`src/rtl/tlv_options_parser.sv`:
```
// tlv_options_parser
// Splits a TLV options area (one byte per beat) into kind/length/value
// records. It sits between the header extractor, which supplies the byte
// stream and the area length, and the option-consuming logic, which takes
// the records and the completion status.
//
// Ports:
//   clk, rst_n              clock, asynchronous active-low reset
//   start_i, total_len_i    begin an area of total_len_i bytes (sampled in READY)
//   in_valid/in_ready/in_data  byte stream, accepted on valid & ready
//   opt_valid/opt_ready     record handshake
//   opt_kind, opt_len       kind byte and raw length byte (1 for an emitted NOP)
//   opt_value, opt_trunc    value bytes (first byte in [7:0]) and overflow flag
//   busy                    parser is not idle
//   done                    one-cycle completion pulse
//   err, err_code           0 none, 1 bad length, 2 overrun, 3 too many options
//   opt_count               non-NOP records emitted for the current area
module tlv_options_parser #(
    parameter int LEN_W         = 6,
    parameter int MAX_VAL_BYTES = 8,
    parameter int MAX_OPTS      = 8,
    parameter int CNT_W         = 4,
    parameter bit EMIT_NOP      = 1'b0
) (
    input  logic                       clk,
    input  logic                       rst_n,
    input  logic                       start_i,
    input  logic [LEN_W-1:0]           total_len_i,
    input  logic                       in_valid,
    input  logic [7:0]                 in_data,
    output logic                       in_ready,
    output logic                       opt_valid,
    input  logic                       opt_ready,
    output logic [7:0]                 opt_kind,
    output logic [7:0]                 opt_len,
    output logic [8*MAX_VAL_BYTES-1:0] opt_value,
    output logic                       opt_trunc,
    output logic                       busy,
    output logic                       done,
    output logic                       err,
    output logic [1:0]                 err_code,
    output logic [CNT_W-1:0]           opt_count
);

    typedef enum logic [2:0] {
        S_READY, S_START, S_INFO, S_LEN, S_DATA, S_END, S_DONE
    } state_t;

    // Length checks run at least two bits wider than either operand so the
    // "+2" on the remaining count can never wrap.
    localparam int              CMP_W   = ((LEN_W > 8) ? LEN_W : 8) + 2;
    localparam logic [CNT_W-1:0] MAX_CNT = CNT_W'(MAX_OPTS);
    localparam logic [8:0]      VMAX    = 9'(MAX_VAL_BYTES);

    state_t                     state;
    state_t                     tail_state;
    logic [LEN_W-1:0]           rem;
    logic [LEN_W-1:0]           rem_after;
    logic                       last_byte;
    logic                       accept;
    logic [7:0]                 kind_q;
    logic [7:0]                 len_q;
    logic [7:0]                 vcnt;
    logic [7:0]                 vidx;
    logic [8*MAX_VAL_BYTES-1:0] val_buf;
    logic [8*MAX_VAL_BYTES-1:0] val_next;
    logic                       trunc_buf;
    logic                       trunc_next;
    logic                       len_short;
    logic                       len_over;

    // Input stalls whenever the record slot is full and not draining, so a
    // finished option can always be written into the slot.
    assign in_ready = ((state == S_INFO) || (state == S_LEN) ||
                       (state == S_DATA) || (state == S_END)) &&
                      (!opt_valid || opt_ready);
    assign accept     = in_valid && in_ready;
    // rem is nonzero in every byte-accepting state, so this never underflows
    // when it is actually used.
    assign rem_after  = rem - LEN_W'(1);
    assign last_byte  = (rem_after == '0);
    assign busy       = (state != S_READY);
    // After an EOL or an error, drain the rest of the area if any is left.
    assign tail_state = last_byte ? S_DONE : S_END;
    assign len_short  = (in_data < 8'd2);
    assign len_over   = CMP_W'(in_data) > (CMP_W'(rem_after) + CMP_W'(2));

    // Value accumulator with the current byte merged in, so the final byte
    // can go straight into the record slot on the same edge.
    always_comb begin
        val_next   = val_buf;
        trunc_next = trunc_buf;
        if ({1'b0, vidx} < VMAX) begin
            for (int i = 0; i < MAX_VAL_BYTES; i++) begin
                if (vidx == 8'(i)) begin
                    val_next[8*i +: 8] = in_data;
                end
            end
        end else begin
            trunc_next = 1'b1;
        end
    end

    always_ff @(posedge clk or negedge rst_n) begin
        if (!rst_n) begin
            state     <= S_READY;
            rem       <= '0;
            kind_q    <= '0;
            len_q     <= '0;
            vcnt      <= '0;
            vidx      <= '0;
            val_buf   <= '0;
            trunc_buf <= 1'b0;
            opt_valid <= 1'b0;
            opt_kind  <= '0;
            opt_len   <= '0;
            opt_value <= '0;
            opt_trunc <= 1'b0;
            done      <= 1'b0;
            err       <= 1'b0;
            err_code  <= '0;
            opt_count <= '0;
        end else begin
            done <= 1'b0;
            if (opt_valid && opt_ready) begin
                opt_valid <= 1'b0;
            end
            if (accept) begin
                rem <= rem_after;
            end

            case (state)
                S_READY: begin
                    if (start_i) begin
                        rem       <= total_len_i;
                        err       <= 1'b0;
                        err_code  <= '0;
                        opt_count <= '0;
                        state     <= S_START;
                    end
                end
                S_START: begin
                    state <= (rem == '0) ? S_DONE : S_INFO;
                end
                S_INFO: begin
                    if (accept) begin
                        if (in_data == 8'd0) begin
                            state <= tail_state;
                        end else if (in_data == 8'd1) begin
                            state <= last_byte ? S_DONE : S_INFO;
                            if (EMIT_NOP) begin
                                opt_valid <= 1'b1;
                                opt_kind  <= 8'd1;
                                opt_len   <= 8'd1;
                                opt_value <= '0;
                                opt_trunc <= 1'b0;
                            end
                        end else if (opt_count == MAX_CNT) begin
                            err      <= 1'b1;
                            err_code <= 2'd3;
                            state    <= tail_state;
                        end else if (last_byte) begin
                            err      <= 1'b1;
                            err_code <= 2'd2;
                            state    <= S_DONE;
                        end else begin
                            kind_q <= in_data;
                            state  <= S_LEN;
                        end
                    end
                end
                S_LEN: begin
                    if (accept) begin
                        if (len_short) begin
                            err      <= 1'b1;
                            err_code <= 2'd1;
                            state    <= tail_state;
                        end else if (len_over) begin
                            err      <= 1'b1;
                            err_code <= 2'd2;
                            state    <= tail_state;
                        end else if (in_data == 8'd2) begin
                            opt_valid <= 1'b1;
                            opt_kind  <= kind_q;
                            opt_len   <= in_data;
                            opt_value <= '0;
                            opt_trunc <= 1'b0;
                            opt_count <= opt_count + CNT_W'(1);
                            state     <= last_byte ? S_DONE : S_INFO;
                        end else begin
                            len_q     <= in_data;
                            vcnt      <= in_data - 8'd2;
                            vidx      <= '0;
                            val_buf   <= '0;
                            trunc_buf <= 1'b0;
                            state     <= S_DATA;
                        end
                    end
                end
                S_DATA: begin
                    if (accept) begin
                        val_buf   <= val_next;
                        trunc_buf <= trunc_next;
                        vidx      <= vidx + 8'd1;
                        vcnt      <= vcnt - 8'd1;
                        if (vcnt == 8'd1) begin
                            opt_valid <= 1'b1;
                            opt_kind  <= kind_q;
                            opt_len   <= len_q;
                            opt_value <= val_next;
                            opt_trunc <= trunc_next;
                            opt_count <= opt_count + CNT_W'(1);
                            state     <= last_byte ? S_DONE : S_INFO;
                        end
                    end
                end
                S_END: begin
                    if (accept && last_byte) begin
                        state <= S_DONE;
                    end
                end
                S_DONE: begin
                    // Completion is only signalled once the last record has
                    // been taken by the consumer.
                    if (!opt_valid) begin
                        done  <= 1'b1;
                        state <= S_READY;
                    end
                end
                default: state <= S_READY;
            endcase
        end
    end

endmodule

```
`config.mk`:
```
export PLATFORM = sky130hd
export DESIGN_NAME = tlv_options_parser
export DESIGN_NICKNAME = d
export VERILOG_FILES = /design/src/rtl/tlv_options_parser.sv
export SDC_FILE = /design/constraint.sdc
export NUM_CORES = 1
export LEC_CHECK = 0
export ABC_AREA = 0
export CAP_MARGIN = 20
export CORE_UTILIZATION = 40
export DETAILED_ROUTE_END_ITERATION = 8
export HOLD_SLACK_MARGIN = 0.03
export SYNTH_ARGS = -nofsm -noshare
export SYNTH_HDL_FRONTEND = slang
export SYNTH_SLANG_ARGS = --single-unit
```
`constraint.sdc`:
```
create_clock -name clk -period 4.4 [get_ports clk]
set_clock_uncertainty 0.1 [all_clocks]
set_input_delay 0.88 -clock clk [delete_from_list [all_inputs] [get_ports clk]]
set_output_delay 0.88 -clock clk [all_outputs]
set_load 0.02 [all_outputs]
```
# Word level (Yosys, flattened, before mapping)

Cells that the tools add are included.

Register bits: 196
Bits of input ports: 19
Output and inout port bits: 92
Logic and storage cells: 211

$add $sub $neg: 6
Order comparisons: 3
Equal/unequal tests: 32
Multiplexer cells: 121
Bitwise gates (word level): 7
Reduce and logical (&&, ||, !) cells: 25

Operators with widths:

| operator            | count |
|---|---|
| $mux 64             | 12 |
| $pmux 64 s2         | 2 |
| $mux 8              | 30 |
| $pmux 8 s2          | 4 |
| $mux 3              | 16 |
| $eq 8x3->1 const B  | 4 |
| $mux 1              | 30 |
| $mux 4              | 7 |
| $eq 8x1->1 const B  | 3 |
| $eq 8x2->1 const B  | 3 |
| $pmux 3 s7          | 1 |
| $mux 2              | 10 |
| $ne 2x2->1 const B  | 10 |
| $mux 6              | 3 |
| $logic_not 8->1     | 2 |
| $reduce_and 8->1    | 2 |
| $reduce_and 7->1    | 2 |
| $logic_not 6->1     | 2 |
| $pmux 4 s3          | 1 |
| $reduce_and 6->1    | 2 |
| $eq 3x3->1 const B  | 3 |
| $reduce_bool 3->1   | 3 |
| $add 8x1->8 const B | 1 |
| $gt 8x7->1          | 1 |
| 23 further kinds    | 40 |

# Logic depth before layout (Yosys ltp)

Depth in word-level cells: 9
Gate-level depth with buffers: 19

# Worst setup path before layout

No wires, ideal clock.

Path kind: reg-to-reg
Start point: register rem[0]
End point: register vidx[2]
Arrival: 3.523 ns
Data required time: 4.176 ns
Setup slack: 0.653 ns
Cell stages (with the launch flop): 19
Buffers on the path: 4
Period minus slack after synthesis: 3.747 ns
Cells stage by stage: dfrtp_1 -> inv_1 -> ha_1 -> clkbuf_1 -> xor2_1 -> ha_1 -> xor2_1 -> xnor2_1 -> ha_1 -> and4_1 -> nor2b_1 -> o21ai_1 -> or2_2 -> buf_6 -> or4_1 -> buf_6 -> buf_6 -> o211ai_1 -> nand2_1

Longest elaborated chain between the ends: 5

RTL lines:

| what                       | RTL line | source |
|---|---|---|
| from (decl)                | 57       | `logic [LEN_W-1:0] rem;` |
| from (signal assigned)     | 129      | `rem <= rem_after;` |
| from (signal assigned)     | 135      | `rem <= total_len_i;` |
| $sub 6x1->6                | 80       | `assign rem_after = rem - LEN_W'(1);` |
| $add 6x2->7                | 86       | `assign len_over = CMP_W'(in_data) > (CMP_W'(rem_after) + CMP_W'(2));` |
| $gt 8x7->1                 | 86       |  |
| $ne 2x2->1 (no line)       | n/a      |  |
| $reduce_and 6->1 (no line) | n/a      |  |
| to (signal assigned)       | 204      | `vidx <= vidx + 8'd1;` |
| to (decl)                  | 64       | `logic [7:0] vidx;` |

No other way between the ends.
A chain may end at the register's enable or synchronous reset.

# Worst setup path in the final report

Start point: register rem[0]
End point: register val_buf[27]

Longest elaborated chain between the ends: 5

RTL lines:

| what                       | RTL line | source |
|---|---|---|
| $sub 6x1->6                | 80       |  |
| $add 6x2->7                | 86       |  |
| $gt 8x7->1                 | 86       |  |
| $ne 2x2->1 (no line)       | n/a      |  |
| $reduce_and 6->1 (no line) | n/a      |  |
| to (signal assigned)       | 202      | `val_buf <= val_next;` |
| to (decl)                  | 65       | `logic [8*MAX_VAL_BYTES-1:0] val_buf;` |

No other way between the ends.

==> impl_metrics.json <==
{
  "run_status": "finished, final reports clean",
  "post_drt_wl_per_cell_um": 18.3,
  "hpwl_mm": 16.0,
  "finalWorstPathRequiredPeriod_ns": 4.02,
  "cts_htree_levels": 4,
  "postSynthCellCount": 915,
  "drc": 0,
  "global_route.usage.total_pct": 20.9,
  "dpl-instance-area_um2": 11000,
  "design_area_um2": 11600,
  "placementRows": 56,
  "crit-reg2reg-launch": "rem[0]",
  "syn2layout_area_growth_pct": 21.0,
  "path_buf_inv": 2,
  "cts.sink_count": 196,
  "hold-worst-slack_ns": 0.367,
  "dieWidth_um": 157,
  "floorplan.initialDensity_pct": 40.8,
  "synth_commonest_cells": "sky130_fd_sc_hd__dfrtp_1 (196), sky130_fd_sc_hd__nand2_1 (168), sky130_fd_sc_hd__mux2i_1 (75)",
  "endpoint_kind": "flop",
  "num_vias": 7140,
  "finalSetupViolations": 0,
  "postSynthNetCount": 957,
  "synth_enable_flop_cells": 0,
  "number_of_buffers_created_by_cts": 17,
  "synth.most_common_cell": "sky130_fd_sc_hd__dfrtp_1",
  "worst_ep_required_time_ns": 4.64,
  "simple_gate_fraction_of_synth_area_pct": 12.9,
  "grt_pass1_vias": 6883,
  "p_total_mw": 5.63,
  "core_area_um2": 23500,
  "power.density_cell_area_nw_per_um2": 486,
  "path_class": "reg2reg",
  "place.port_buffers": 110,
  "wl_final_mm": 24.5,
  "syn_area_um2": 9570,
  "max_cap_violations": 0,
  "post_route_cells_drive_above_1_share_pct": 8.33,
  "worstHoldStart": "opt_kind[3]",
  "number_of_nets_in_the_finished_design": 1051,
  "power.ir.vdd_worst_mv": 0.220,
  "grt_max_degree": 99,
  "finish.cell_count_without_fillers": 1340,
  "worst_slew_pin_slew_ns": 0.955,
  "detailedRoute.firstIterationViolations": 511,
  "syn-mean-instance-area_um2": 10.5,
  "ios": 111,
  "cellLeakagePower_nw": 5.15,
  "timing.critical_path.from_type": "flop",
  "netlist-cell-type-count": 54,
  "design.die.area_um2": 24500,
  "deepest_clock_path_buffer_count": 2,
  "synth_mux_area_share_pct": 9.38,
  "wire_length_of_the_first_global_routing_pass_mm": 39.4,
  "r2r_end": "val_buf[27]",
  "antenna_cells_inserted": 0,
  "post_synth_fa_ha_maj_area_fraction_pct": 3.01,
  "critPathTopFamily": "compound AO/OA/AOI/OAI gates",
  "die_height_um": 157,
  "crit_fanout": 23,
  "cts_root_buf": "sky130_fd_sc_hd__clkbuf_16",
  "place_worst_setup_slack_ns": 0.330,
  "cts.hold.buffers_added": 0,
  "multi_input_comb_area_um2": 4310,
  "post-route-period-util_pct": 91.3,
  "synth_compound_gate_area_share_pct": 17.9,
  "final-seq-area_um2": 4900,
  "postRouteAntennaNets": 0,
  "post-route-worst-setup-slack_ns": 0.381,
  "fillers": 2193,
  "dominant_register_cell_in_the_synthesized_netlist": "sky130_fd_sc_hd__dfrtp_1",
  "critical_path.max_stage_delay_ns": 0.46,
  "synthXorXnorAreaFrac_pct": 1.65,
  "slew-limit-headroom_pct": 36.0,
  "ys.warnings.count": 0,
  "worst_hold_path.num_cells": 2,
  "ys_seq_elements": 196,
  "util_after_layout_pct": 49.3,
  "dpl.cell_count": 1309,
  "netlist_top_cells_area": "sky130_fd_sc_hd__dfrtp_1 (51%), sky130_fd_sc_hd__mux2i_1 (7.8%), sky130_fd_sc_hd__nand2_1 (6.6%)",
  "synth_top_family_by_area": "compound AO/OA/AOI/OAI gates",
  "netlist.top_cell.by_area": "sky130_fd_sc_hd__dfrtp_1",
  "critical-path-top-cell-by-count": "sky130_fd_sc_hd__ha_1",
  "timing.reg2reg.setup_slack_ns": 0.38,
  "grt_setup_unrepaired": "no",
  "routed_via_density": 5.33,
  "initial_antenna_violation_count": 0,
  "global_route.overflow_total": 0,
  "max_clock_freq_mhz": 249,
  "hold_end": "opt_kind[3]",
  "worstSkewPairLatency_ns": 0.43,
  "tritoncts": "built",
  "seq_area_frac_synth_pct": 51.3,
  "finalHoldViolCount": 0,
  "timing.critical_path.depth": 15,
  "r2r_cells": 15,
  "finalWeightedCongestion": 0.836,
  "timing.critical_path.slowest_stage_cell": "sky130_fd_sc_hd__dfrtp_1",
  "tns_ns": 0,
  "worstPathCellList": "inv_1 -> ha_1 -> xor2_1 -> ha_1 -> nand2_1 -> xor2_1 -> ha_1 -> a21o_1 -> a211oi_1 -> o21ai_1 -> or2_2 -> a21oi_2 -> buf_12 -> nand2_1 -> o2bb2ai_1",
  "wp_data_arrival_ns": 4.26,
  "drt_pass1_iterations": 4,
  "maxSlewViolCount": 0,
  "synth_async_sr_flop_share_pct": 100,
  "cts.clk_slew.worst_paths_ns": 0.08,
  "synth_top_cell_area_share_pct": 51.3,
  "worstHoldPathType": "reg2reg"
}
cells in the final DEF, fill, tap and decap left out, drive strengths merged, types with 9 or more instances in the layout:
master,count
dfrtp,196
nand2,168
clkdlybuf4s50,109
mux2i,75
o31ai,69
o2bb2ai,64
o21ai,51
inv,25
nor2,24
buf,24
ha,23
clkbuf,22
a21oi,19
mux2,13
nand3,12
nor3,11
xor2,10
and2,9
worst max path at each step:
stage	from	endpoint
2_1_floorplan	rem[0]	vidx[2]
3_3_place_gp	rem[0]	vidx[2]
3_5_place_dp	rem[0]	vidx[2]
4_1_cts	rem[0]	vidx[2]
5_1_grt	rem[0]	val_buf[25]
6_report	rem[0]	val_buf[27]
flip-flops by register name, summed over array words and instances, names as in the netlist:
name       count
opt_len        8
val_buf       64
opt_count      4
opt_value     64
opt_kind       8
vidx           8
rem            6
err_code       2
done           1
kind_q         8
state          3
vcnt           8
opt_trunc      1
len_q          8
trunc_buf      1
err            1
opt_valid      1
report_power, final:
part | internal, mW | switching [mW]
combinational | 0.751 | 1.11
clock | 0.813 | 0.694
sequential | 2.02 | 0.242
total | 3.59 | 2.04
cell families (layout without fill, tap and decap cells):
group | count (synthesis) | in the layout
and+or+nand+nor | 274 | 274
AOI/OAI and AO/OA | 233 | 233
DFF | 196 | 196
muxes | 88 | 88
buffers and inverters | 83 | 189
adders and majority gates | 23 | 23
xor gates and xnor gates | 18 | 18
per-layer routing:
layer	vias to the layer above	global-route usage, %	part of all wire (%)
met4	0	5.51	1.2
met1	3507	30.2	49
met3	22	2.99	2.7
met2	122	32.9	47
li1	3489	-	-
met5	-	0	0
layout make-up:
type / instances / area share [%]
repair buffers: 134 / 11.4
clock buffers: 21 / 3.98
flip-flops and latches: 196 / 42.3
inverters: 24 / 0.778
well taps: 319 / 3.45
multi-input cells: 636 / 37.2
clock inverters: 10 / 0.864
timing repair:
item | 4_1_cts | 5_1_grt
buffers inserted | 0 | 0
setup endpoints to repair | 0 | 1
resized for setup | 0 | 1
worst register-to-register path: stages, from the launching register on:
cell and delay (ns):
sky130_fd_sc_hd__dfrtp_1 0.46, sky130_fd_sc_hd__inv_1 0.13, sky130_fd_sc_hd__ha_1 0.31, sky130_fd_sc_hd__xor2_1 0.23, sky130_fd_sc_hd__ha_1 0.21, sky130_fd_sc_hd__nand2_1 0.07, sky130_fd_sc_hd__xor2_1 0.15, sky130_fd_sc_hd__ha_1 0.30
sky130_fd_sc_hd__a21o_1 0.16, sky130_fd_sc_hd__a211oi_1 0.28, sky130_fd_sc_hd__o21ai_1 0.08, sky130_fd_sc_hd__or2_2 0.38, sky130_fd_sc_hd__a21oi_2 0.39, sky130_fd_sc_hd__buf_12 0.23, sky130_fd_sc_hd__nand2_1 0.20, sky130_fd_sc_hd__o2bb2ai_1 0.25
(Power assumes the default switching activity.)
